$ cat src/rtl/dmem_arbiter.sv
`default_nettype none
// ============================================================================
// Module      : dmem_arbiter
// Description : Round-robin arbiter/sequencer for two requesters (CPU port A,
//               debug/DMA port B) sharing a combinational-read,
//               synchronous-write data memory. Each won request is latched and
//               drives the memory for exactly one ACCESS cycle. Load data is
//               returned registered, with a one-cycle valid pulse.
// Revision    : 1.0 - initial release
// ============================================================================
module dmem_arbiter #(
    parameter int ADDR_W = 8,
    parameter int DATA_W = 8
) (
    input  logic              clk,
    input  logic              rst,

    // Port A: CPU load/store stage
    input  logic              req_a,
    input  logic              we_a,
    input  logic [ADDR_W-1:0] addr_a,
    input  logic [DATA_W-1:0] wdata_a,
    output logic              gnt_a,
    output logic              rvalid_a,
    output logic [DATA_W-1:0] rdata_a,

    // Port B: debug/DMA loader
    input  logic              req_b,
    input  logic              we_b,
    input  logic [ADDR_W-1:0] addr_b,
    input  logic [DATA_W-1:0] wdata_b,
    output logic              gnt_b,
    output logic              rvalid_b,
    output logic [DATA_W-1:0] rdata_b,

    // Memory side
    output logic [ADDR_W-1:0] mem_addr,
    output logic [DATA_W-1:0] mem_wdata,
    output logic              mem_we,
    input  logic [DATA_W-1:0] mem_rdata,

    output logic              busy
);

    typedef enum logic [0:0] {
        S_IDLE   = 1'b0,
        S_ACCESS = 1'b1
    } state_t;

    localparam logic C_PORT_A = 1'b0;
    localparam logic C_PORT_B = 1'b1;

    state_t              r_state;
    logic                r_last;    // port that won most recently
    logic                r_owner;   // port owning the current ACCESS
    logic                r_we;
    logic [ADDR_W-1:0]   r_addr;
    logic [DATA_W-1:0]   r_wdata;

    logic                w_elig_a;
    logic                w_elig_b;
    logic                w_win_valid;
    logic                w_win;

    // Eligibility and winner selection; the owner's request is still high
    // during its own ACCESS cycle and must not win again.
    always_comb begin
        w_elig_a    = req_a & ~((r_state == S_ACCESS) && (r_owner == C_PORT_A));
        w_elig_b    = req_b & ~((r_state == S_ACCESS) && (r_owner == C_PORT_B));
        w_win_valid = w_elig_a | w_elig_b;
        if (w_elig_a && w_elig_b) begin
            w_win = ~r_last;
        end else begin
            w_win = w_elig_b ? C_PORT_B : C_PORT_A;
        end
    end

    // FSM: arbitration, command latch, grant/busy and read-data return.
    always_ff @(posedge clk) begin
        if (rst) begin
            r_state  <= S_IDLE;
            r_last   <= C_PORT_B;
            r_owner  <= C_PORT_A;
            r_we     <= 1'b0;
            r_addr   <= '0;
            r_wdata  <= '0;
            gnt_a    <= 1'b0;
            gnt_b    <= 1'b0;
            rvalid_a <= 1'b0;
            rvalid_b <= 1'b0;
            rdata_a  <= '0;
            rdata_b  <= '0;
            busy     <= 1'b0;
        end else begin
            rvalid_a <= 1'b0;
            rvalid_b <= 1'b0;

            // Load completing at the end of this ACCESS cycle
            if ((r_state == S_ACCESS) && !r_we) begin
                if (r_owner == C_PORT_A) begin
                    rdata_a  <= mem_rdata;
                    rvalid_a <= 1'b1;
                end else begin
                    rdata_b  <= mem_rdata;
                    rvalid_b <= 1'b1;
                end
            end

            if (w_win_valid) begin
                r_state <= S_ACCESS;
                r_last  <= w_win;
                r_owner <= w_win;
                if (w_win == C_PORT_B) begin
                    r_we    <= we_b;
                    r_addr  <= addr_b;
                    r_wdata <= wdata_b;
                end else begin
                    r_we    <= we_a;
                    r_addr  <= addr_a;
                    r_wdata <= wdata_a;
                end
                gnt_a <= (w_win == C_PORT_A);
                gnt_b <= (w_win == C_PORT_B);
                busy  <= 1'b1;
            end else begin
                r_state <= S_IDLE;
                gnt_a   <= 1'b0;
                gnt_b   <= 1'b0;
                busy    <= 1'b0;
            end
        end
    end

    // Memory drive: address/data hold the last latched command when idle;
    // the write strobe is killed by reset even in the middle of an ACCESS.
    assign mem_addr  = r_addr;
    assign mem_wdata = r_wdata;
    assign mem_we    = r_we & (r_state == S_ACCESS) & ~rst;

endmodule
`default_nettype wire
$ cat config.mk
export PLATFORM = sky130hd
export DESIGN_NAME = dmem_arbiter
export DESIGN_NICKNAME = d
export VERILOG_FILES = /design/src/rtl/dmem_arbiter.sv
export SDC_FILE = /design/constraint.sdc
export NUM_CORES = 1
export LEC_CHECK = 0
export ABC_AREA = 0
export ABC_CLOCK_PERIOD_IN_PS = 1700
export CAP_MARGIN = 10
export CELL_PAD_IN_SITES_DETAIL_PLACEMENT = 1
export CELL_PAD_IN_SITES_GLOBAL_PLACEMENT = 2
export CORE_MARGIN = 8
export CORE_UTILIZATION = 23
export CTS_BUF_LIST = sky130_fd_sc_hd__clkbuf_4 sky130_fd_sc_hd__clkbuf_8
export DETAILED_ROUTE_END_ITERATION = 10
export GPL_TIMING_DRIVEN = 0
export PLACE_DENSITY_LB_ADDON = 0.1
export SLEW_MARGIN = 20
export SYNTH_ARGS = -nofsm -noshare
export SYNTH_HDL_FRONTEND = slang
export SYNTH_SLANG_ARGS = --single-unit
$ cat constraint.sdc
create_clock -name clk -period 1.7 [get_ports clk]
set_input_delay 0.255 -clock clk [delete_from_list [all_inputs] [get_ports clk]]
set_output_delay 0.255 -clock clk [all_outputs]
set_load 0.05 [all_outputs]
==> impl_metrics.tcl, run 1 <==
set metrics [dict create \
    ys_types 21 \
    clkPwrFrac 0.287 \
    htreeDepth 2 \
    hold_viol_final 0 \
    slew_headroom 0.650 \
    drt_iter0_markers 23 \
    synthTopCellsByCount "dfxtp_1 (40), mux2i_1 (33), nor2_1 (20)" \
    sequentialPowerShare 0.449 \
    crit_family "buffers and inverters" \
    yosys_warnings 0 \
    nFillCells 747 \
    synthCells 139 \
    p_int_w 0.00161 \
    netlist_area_mm2 0.00154 \
    cts_buffers 5 \
    dp_cells 302 \
    cp_max_fo 1 \
    worst_skew_pair.late_latency_ns 0.28 \
    pin_count 84 \
    crit_path_start_kind "flop" \
    synth_top_cell_by_area "dfxtp_1" \
    antenna_found_initial 0 \
    drc 0 \
    synthArstFlopShare 0 \
    path_class "flop to primary output" \
    crit_buf_inv 1 \
    routed_wl_mm 4.76 \
    drive_above_1_share 0.0913 \
    netSwitchingFraction 0.307 \
    wl_per_cell_um 15.3 \
    leakage_nw 1.31 \
    io_buffers 83 \
    setup_viol 0 \
    yosys.cell_count.top_type "dfxtp_1" \
    ys_seq_area_frac 0.519 \
    via_count 1354 \
    synth.avg_cell_area_um2 11.1 \
    endpoint_kind "primary output" \
    layoutNonFillerInstCount 310 \
    yosys-top-cells-area "dfxtp_1 (52%), mux2i_1 (21%), o2bb2ai_1 (9.1%)" \
    clkTransAtPathRegs_ns 0.07 \
    netSwitchingPower_w 0.000714 \
    num-nets-final 275 \
    ir_worst_vdd_mv 0.248 \
    die_h_um 97.9 \
    fmax_ghz 0.608 \
    coreArea_mm2 0.00664 \
    comb_power_share 0.264 \
    slowest_delay_ns 0.80 \
    cts_setup_buffers 0 \
    dp_hpwl_mm 3.74 \
    area_growth_pct 66.3 \
    grt_pass1_wl_mm 7.91 \
    final_max_slew_viol_count 0 \
    cts_tree "done" \
    max_cap_viol_count 0 \
    timing.hold.ws_ns 0.352 \
    dieArea_mm2 0.00958 \
    grt-ovfl-total 0 \
    crit_chain "clkdlybuf4s50_1" \
    hold_class "primary input to flop" \
    grt_max_degree 12 \
    layout_min_cycle_time_ns 1.65 \
    ctsResizeCount 34 \
    grt_pass1_vias 1608 \
    finalCritPeriodShare 0.968 \
    synth_top_area_share 0.519 \
    postRouteAntennaNets 0 \
    arrival_ns 1.39 \
    start_util 0.232 \
    fp.dieW_um 97.9 \
    post-route-util 0.386 \
    cts_buffer_depth 2 \
    rsz0062_at_grt "false" \
    clkSinkCount 40 \
    hold_buffers 0 \
    rows 30 \
    gp_congestion 0.667 \
    grtUsageTotal 0.103 \
    synthFlopType "dfxtp_1" \
    synth_seq_cells 40 \
    p_per_area_mw_per_mm2 908 \
    worstMarginPinSlew_ns 0.527 \
    root_buffer "clkbuf_8" \
    required_ns 1.44 \
    syn-num-nets 185 \
    n_antenna_cell 0 \
    synth_enable_flop_cells 0 \
    dr.pass1.iters 4 \
    finClkSkew_ns 0.00499 \
    status "finished clean" \
    viasPerCell 4.37 \
    crit_path_top_delay_cell "clkdlybuf4s50_1" \
]
-- logic make-up after synthesis --
family / share of synthesized area
buffers and inverters: 0.0373
AO/OA/AOI/OAI: 0.131
multiplexers: 0.214
AND/OR/NAND/NOR: 0.0981
flip-flops: 0.519
-- per-stage QoR --
stage	setup slack, ns	TNS, ns	area (um^2)	power [W]
final	0.0549	0	2560	0.00233
after global routing	0.00529	0	2560	0.00248
after CTS	-0.159	-0.159	2540	0.00240
after detailed placement	-0.724	-3.02	2480	0.00173
after global placement	-0.715	-2.32	2480	0.00172
after floorplan	0.0393	0	1550	0.00144
-- area by class of cell --
type	instances	area [um^2]	share of cell area
well taps	80	100	0.0390
multi-input cells	89	687	0.268
clock buffers	8	97.6	0.0380
plain buffers	8	56.3	0.0220
flip-flops and latches	40	802	0.313
repair buffers	83	815	0.318
inverters	2	7.51	0.00293
-- per-layer routing --
| metal | GRT usage | share of wire | wire [um] | vias up |
|---|---|---|---|---|
| met3 | 0.0519 | 0.083 | 396 | 4 |
| li1 | - | - | - | 670 |
| met4 | 0.0396 | 0.011 | 50 | 0 |
| met5 | 0 | 0 | 0 | - |
| met2 | 0.174 | 0.49 | 2330 | 52 |
| met1 | 0.106 | 0.42 | 1980 | 628 |
-- sequential cells by signal, summed over array words and instances, names as in the netlist --
register / count
mem_wdata: 8
mem_addr: 8
rdata_b: 8
rvalid_b: 1
gnt_b: 1
r_we: 1
r_state: 1
r_owner: 1
r_last: 1
rvalid_a: 1
gnt_a: 1
rdata_a: 8
-- cell usage in the layout (no fill, tap or decap), types with 2 or more instances in the layout --
master and instances:
a21oi_1 2, buf_2 3, buf_6 2, clkbuf_4 4, clkbuf_8 6, clkdlybuf4s50_1 45
dfxtp_1 39, dlygate4sd2_1 29, dlymetal6s2s_1 8, inv_1 2, mux2i_1 33, nand2_1 3
nand2b_1 3, nand3b_1 2, nor2_1 19, nor2b_1 2, o2bb2ai_1 16
-- power by group through the flow --
| stage | combinational [W] | clock [W] | sequential, W |
|---|---|---|---|
| 2_1_floorplan | 0.000172 | 0 | 0.00127 |
| 5_1_grt | 0.000658 | 0.000770 | 0.00105 |
| 4_1_cts | 0.000628 | 0.000723 | 0.00105 |
| 6_report | 0.000616 | 0.000668 | 0.00104 |
| 3_3_place_gp | 0.000651 | 0 | 0.00106 |
| 3_5_place_dp | 0.000660 | 0 | 0.00107 |
-- final timing paths --
kind / slack [ns] / to / depth (start not counted) / start
max: 0.05 / rvalid_a / 1 / rvalid_a
min: 0.35 / r_we / 2 / rst
max reg2reg: 0.20 / mem_wdata[7] / 5 / r_owner
min reg2reg: 0.46 / mem_addr[1] / 1 / mem_addr[1]
Note: power is estimated with default switching activity, not from simulation.
==> run 2, diff against run 1 <==
--- a/config.mk
+++ b/config.mk
@@ -15,7 +15,8 @@
 export CTS_BUF_LIST = sky130_fd_sc_hd__clkbuf_4 sky130_fd_sc_hd__clkbuf_8
 export DETAILED_ROUTE_END_ITERATION = 10
 export GPL_TIMING_DRIVEN = 0
-export PLACE_DENSITY_LB_ADDON = 0.1
+export PLACE_DENSITY = 0.86
+export SETUP_SLACK_MARGIN = 0.15
 export SLEW_MARGIN = 20
 export SYNTH_ARGS = -nofsm -noshare
 export SYNTH_HDL_FRONTEND = slang
==> run 2 against run 1 <==
  * Register-to-register slack gained 0.08 ns
  * Routed wire length down 1.5%
  * Combinational power hardly changed
  * Clock power increased by 2%
  * Power up 0.59%
  * Via count is 0.59% higher
  * Count of clock-buffer cells in the layout fell by 1
  * Flip-flop and latch count is the same
  * Setup slack improved by 0.16 ns
  * Critical path type unchanged
  * Highest routed layer unchanged
==> impl_metrics.tcl, run 2 (synthesis results as in run 1) <==
set metrics [dict create \
    cts_buffers 5 \
    status "finished clean" \
    rsz0062_at_grt "false" \
    dr.pass1.iters 5 \
    coreArea_mm2 0.00664 \
    grtUsageTotal 0.101 \
    drt_iter0_markers 32 \
    fmax_ghz 0.673 \
    crit_path_top_delay_cell "clkdlybuf4s15_1" \
    finClkSkew_ns 0.00361 \
    post-route-util 0.386 \
    drc 0 \
    final_common_cell "clkdlybuf4s50_1" \
    grt-ovfl-total 0 \
    cts_tree "done" \
    layout_min_cycle_time_ns 1.49 \
    antenna_found_initial 0 \
    num-nets-final 277 \
    wl_per_cell_um 15.1 \
    clkSinkCount 40 \
    pin_count 84 \
    final_cell_mix "clkdlybuf4s50_1 (43), dfxtp_1 (39), dlygate4sd2_1 (36)" \
    fp.dieW_um 97.9 \
    via_count 1362 \
    dp_cells 302 \
    leakage_nw 1.23 \
    die_h_um 97.9 \
    path_class "flop to primary output" \
    root_buffer "clkbuf_8" \
    rows 30 \
    routed_wl_mm 4.68 \
    slowest_delay_ns 0.53 \
    grt_pass1_vias 1564 \
    postRouteAntennaNets 0 \
    io_buffers 83 \
    layoutNonFillerInstCount 311 \
    crit_chain "clkdlybuf4s15_1" \
    p_per_area_mw_per_mm2 914 \
    setup_viol 0 \
    dieArea_mm2 0.00958 \
    dp_hpwl_mm 3.59 \
    clkTransAtPathRegs_ns 0.08 \
    max_cap_viol_count 0 \
    area_growth_pct 66.1 \
    grt_pass1_wl_mm 7.78 \
    endpoint_kind "primary output" \
    hold_class "primary input to flop" \
    hold_buffers 0 \
    viasPerCell 4.38 \
    arrival_ns 1.23 \
    gp_congestion 0.688 \
    hold_viol_final 0 \
    ir_worst_vdd_mv 0.301 \
    crit_family "buffers and inverters" \
    drive_above_1_share 0.0952 \
    grt_max_degree 12 \
    finalCritPeriodShare 0.874 \
    htreeDepth 2 \
    cp_max_fo 9 \
    worst_skew_pair.late_latency_ns 0.29 \
    crit_buf_inv 1 \
    start_util 0.232 \
    worstMarginPinSlew_ns 0.526 \
    crit_path_start_kind "flop" \
    slew_headroom 0.651 \
    final_max_slew_viol_count 0 \
    cts_buffer_depth 2 \
    n_antenna_cell 0 \
    required_ns 1.44 \
]
[run 2: per-layer routing]
| metal | track usage | part of all wire |
|---|---|---|
| met1 | 0.110 | 0.41 |
| met5 | 0 | 0 |
| met2 | 0.168 | 0.50 |
| met3 | 0.0469 | 0.078 |
| met4 | 0.0360 | 0.013 |
[run 2: area by class of cell]
class	instances	area [um^2]
Timing Repair Buffer	85	798
Clock buffer	7	96.3
Inverter	2	7.51
Sequential cell	40	802
Multi-Input combinational cell	89	696
Buffer	8	62.6
Fill cell	745	4080
Tap cell	80	100
[run 2: where the power goes]
group | switching (W) | internal, W
sequential | 0.0000376 | 0.00100
combinational | 0.000370 | 0.000249
clock | 0.000319 | 0.000362
total | 0.000727 | 0.00162
[run 2: through the flow]
stage / TNS, ns / hold WS [ns] / cell area (um^2) / total power [W] / setup slack (ns)
CTS: 0 / 0.461 / 2540 / 0.00239 / 0.0941
detailed placement: -3.23 / 0.448 / 2480 / 0.00173 / -0.751
floorplan: 0 / 0.327 / 1550 / 0.00144 / 0.268
global placement: -2.79 / 0.444 / 2480 / 0.00172 / -0.754
global route: 0 / 0.404 / 2560 / 0.00247 / 0.153
finish: 0 / 0.377 / 2560 / 0.00234 / 0.215
[run 2: timing repair]
| item | in CTS | in global routing |
|---|---|---|
| pin swaps | 1 | 0 |
| buffers inserted | 1 | 0 |
| endpoints found under the setup margin | 46 | 18 |
| resized for setup | 45 | 8 |
| gates cloned | 1 | 0 |
[run 2: path summary, 6_finish.rpt]
| check | cells past startpoint | to | start | slack [ns] |
|---|---|---|---|---|
| worst max register to register | 5 | mem_addr[3] | r_owner | 0.28 |
| worst min-delay path | 3 | r_owner | req_a | 0.38 |
| worst max-delay path | 1 | busy | r_state | 0.21 |
| worst min register to register | 1 | mem_wdata[4] | mem_wdata[4] | 0.46 |
==> run 3, diff against run 2 <==
--- a/config.mk
+++ b/config.mk
@@ -6,7 +6,7 @@
 export NUM_CORES = 1
 export LEC_CHECK = 0
 export ABC_AREA = 0
-export ABC_CLOCK_PERIOD_IN_PS = 1700
+export ABC_CLOCK_PERIOD_IN_PS = 1400
 export CAP_MARGIN = 10
 export CELL_PAD_IN_SITES_DETAIL_PLACEMENT = 1
 export CELL_PAD_IN_SITES_GLOBAL_PLACEMENT = 2
@@ -14,6 +14,7 @@
 export CORE_UTILIZATION = 23
 export CTS_BUF_LIST = sky130_fd_sc_hd__clkbuf_4 sky130_fd_sc_hd__clkbuf_8
 export DETAILED_ROUTE_END_ITERATION = 10
+export GPL_ROUTABILITY_DRIVEN = 1
 export GPL_TIMING_DRIVEN = 0
 export PLACE_DENSITY = 0.86
 export SETUP_SLACK_MARGIN = 0.15
==> constraint.sdc (replaced) <==
create_clock -name clk -period 1.4 [get_ports clk]
set_input_delay 0.21 -clock clk [delete_from_list [all_inputs] [get_ports clk]]
set_output_delay 0.21 -clock clk [all_outputs]
set_load 0.05 [all_outputs]
==> run 3 against run 2 <==
  * First-iteration DRC count fell by 38%
  * Sequential share of layout area down 1.9 points
  * Sequential power increased by 22%
  * Routed wire length rose by 10%
  * Critical path depth rose by 6
  * Via count increased by 5.4%
  * Register-to-register slack worse by 0.22 ns
  * Largest power group unchanged
  * Highest routed layer unchanged
==> impl_metrics.tcl, run 3 (synthesis results as in run 1) <==
set metrics [dict create \
    clkSinkCount 40 \
    crit_buf_inv 5 \
    max_cap_viol_count 0 \
    routed_wl_mm 5.15 \
    final_max_slew_viol_count 0 \
    clkPwrFrac 0.275 \
    slew_headroom 0.633 \
    antenna_found_initial 0 \
    hold_start "rst" \
    grt_max_degree 13 \
    endpoint_kind "flop" \
    finClkSkew_ns 0.00996 \
    crit_top_cell "buf_4" \
    p_int_w 0.00203 \
    dp_hpwl_mm 3.58 \
    rows 30 \
    via_count 1436 \
    final_common_cell "clkdlybuf4s50_1" \
    hold_buffers 0 \
    drive_above_1_share 0.343 \
    viasPerCell 4.38 \
    crit_end "gnt_a" \
    cts_buffers 5 \
    rrSetupSlack_ns 0.06 \
    rsz0062_at_grt "true" \
    crit_path_start_kind "primary input" \
    wl_met3_um 296 \
    final_cell_mix "clkdlybuf4s50_1 (43), dfxtp_1 (36), mux2i_1 (31)" \
    drt_iter0_markers 20 \
    crit_chain "clkdlybuf4s50_1 > o211ai_1 > buf_4 > buf_4 > buf_16 > buf_4 > nor2b_1" \
    pre_cts_ws_ns -0.983 \
    worstMarginPinSlew_ns 0.551 \
    met1_length_mm 2.22 \
    grt_pass1_wl_mm 8.27 \
    io_buffers 83 \
    slowest_delay_ns 0.52 \
    clkTransAtPathRegs_ns 0.08 \
    layout_min_cycle_time_ns 1.35 \
    grt-ovfl-total 0 \
    htreeDepth 2 \
    area_growth_pct 78.3 \
    hold_class "primary input to flop" \
    grtUsageTotal 0.108 \
    cp_max_fo 4 \
    n_antenna_cell 0 \
    finalCritPeriodShare 0.965 \
    r2r-start "r_last" \
    gp_congestion 0.685 \
    cts_tree "done" \
    crit_path_top_delay_cell "clkdlybuf4s50_1" \
    dieArea_mm2 0.00958 \
    cp.depth 7 \
    postRouteAntennaNets 0 \
    worst_skew_pair.late_latency_ns 0.29 \
    r2r_cells 7 \
    crit_family "buffers and inverters" \
    wl_per_cell_um 15.7 \
    highest_layer "met4" \
    tns_ns 0 \
    r2r-end "mem_wdata[0]" \
    ir_worst_vdd_mv 0.510 \
    arrival_ns 1.54 \
    dr_wl_met2_mm 2.57 \
    path_class "primary input to flop" \
    required_ns 1.59 \
    setup_viol 0 \
    root_buffer "clkbuf_8" \
    dr.pass1.iters 4 \
    hold_viol_final 0 \
    die_h_um 97.9 \
    cts_buffer_depth 2 \
    fmax_ghz 0.740 \
    status "finished clean" \
    drc 0 \
    leakage_nw 1.23 \
    fp.dieW_um 97.9 \
    cp-startpoint "req_b" \
    start_util 0.232 \
    num-nets-final 293 \
    netSwitchingFraction 0.314 \
    comb_power_share 0.296 \
    netSwitchingPower_w 0.000931 \
    coreArea_mm2 0.00664 \
    grt_pass1_vias 1512 \
    fin_ws_ns 0.0489 \
    sequentialPowerShare 0.428 \
    p_per_area_mw_per_mm2 1080 \
    pin_count 84 \
]
-- run 3: changes by cell type in the layout (fill, tap and decap cells not counted), moves of 3 or more --
cell             delta
buf_6               +4
buf_2              +17
dfxtp_1             -3
clkdlybuf4s15_2    +12
clkdlybuf4s18_2     +4
dlygate4sd2_1      -35
buf_4              +12
-- run 3: cell type report --
class	instances	area (um^2)
Buffer	8	87.6
Clock buffer	7	90.1
Clock inverter	1	7.51
Fill cell	734	3890
Inverter	2	7.51
Multi-Input combinational cell	89	724
Sequential cell	40	808
Tap cell	80	100
Timing Repair Buffer	101	925
-- run 3: through the flow --
stage          instance area [um^2]  cells  power (W)  hold WS, ns   util
2_1_floorplan                  1550    139    0.00175        0.282      -
3_3_place_gp                   2480    302    0.00209        0.443  0.374
3_5_place_dp                   2480    302    0.00210        0.446  0.374
4_1_cts                        2790    322    0.00301        0.394  0.420
5_1_grt                        2750    328    0.00311        0.224  0.414
6_report                       2750    328    0.00296        0.218  0.414
-- run 3: timing repair --
| action | in CTS | in global routing |
|---|---|---|
| endpoints found under the setup margin | 76 | 55 |
| pin swaps | 3 | 2 |
| gates cloned | 2 | 2 |
| buffers inserted | 10 | 4 |
| gates resized for setup | 137 | 67 |
-- run 3: how the worst min path moves through the flow --
stage | endpoint | cells past startpoint
6_report | r_we | 2
2_1_floorplan | rvalid_a | 1
3_5_place_dp | mem_wdata[7] | 1
4_1_cts | r_owner | 3
5_1_grt | r_we | 2
3_3_place_gp | mem_wdata[1] | 1
-- run 3: metal layers --
| layer | global-route usage | vias to the layer above |
|---|---|---|
| met1 | 0.128 | 681 |
| met5 | 0 | - |
| met3 | 0.0384 | 8 |
| li1 | - | 708 |
| met2 | 0.174 | 39 |
| met4 | 0.0432 | 0 |
-- run 3: power groups by stage --
stage / registers [W] / logic, W / clock network [W]
2_1_floorplan: 0.00154 / 0.000211 / 0
3_5_place_dp: 0.00129 / 0.000805 / 0
6_report: 0.00127 / 0.000878 / 0.000816
5_1_grt: 0.00128 / 0.000934 / 0.000897
3_3_place_gp: 0.00129 / 0.000797 / 0
4_1_cts: 0.00127 / 0.000881 / 0.000858
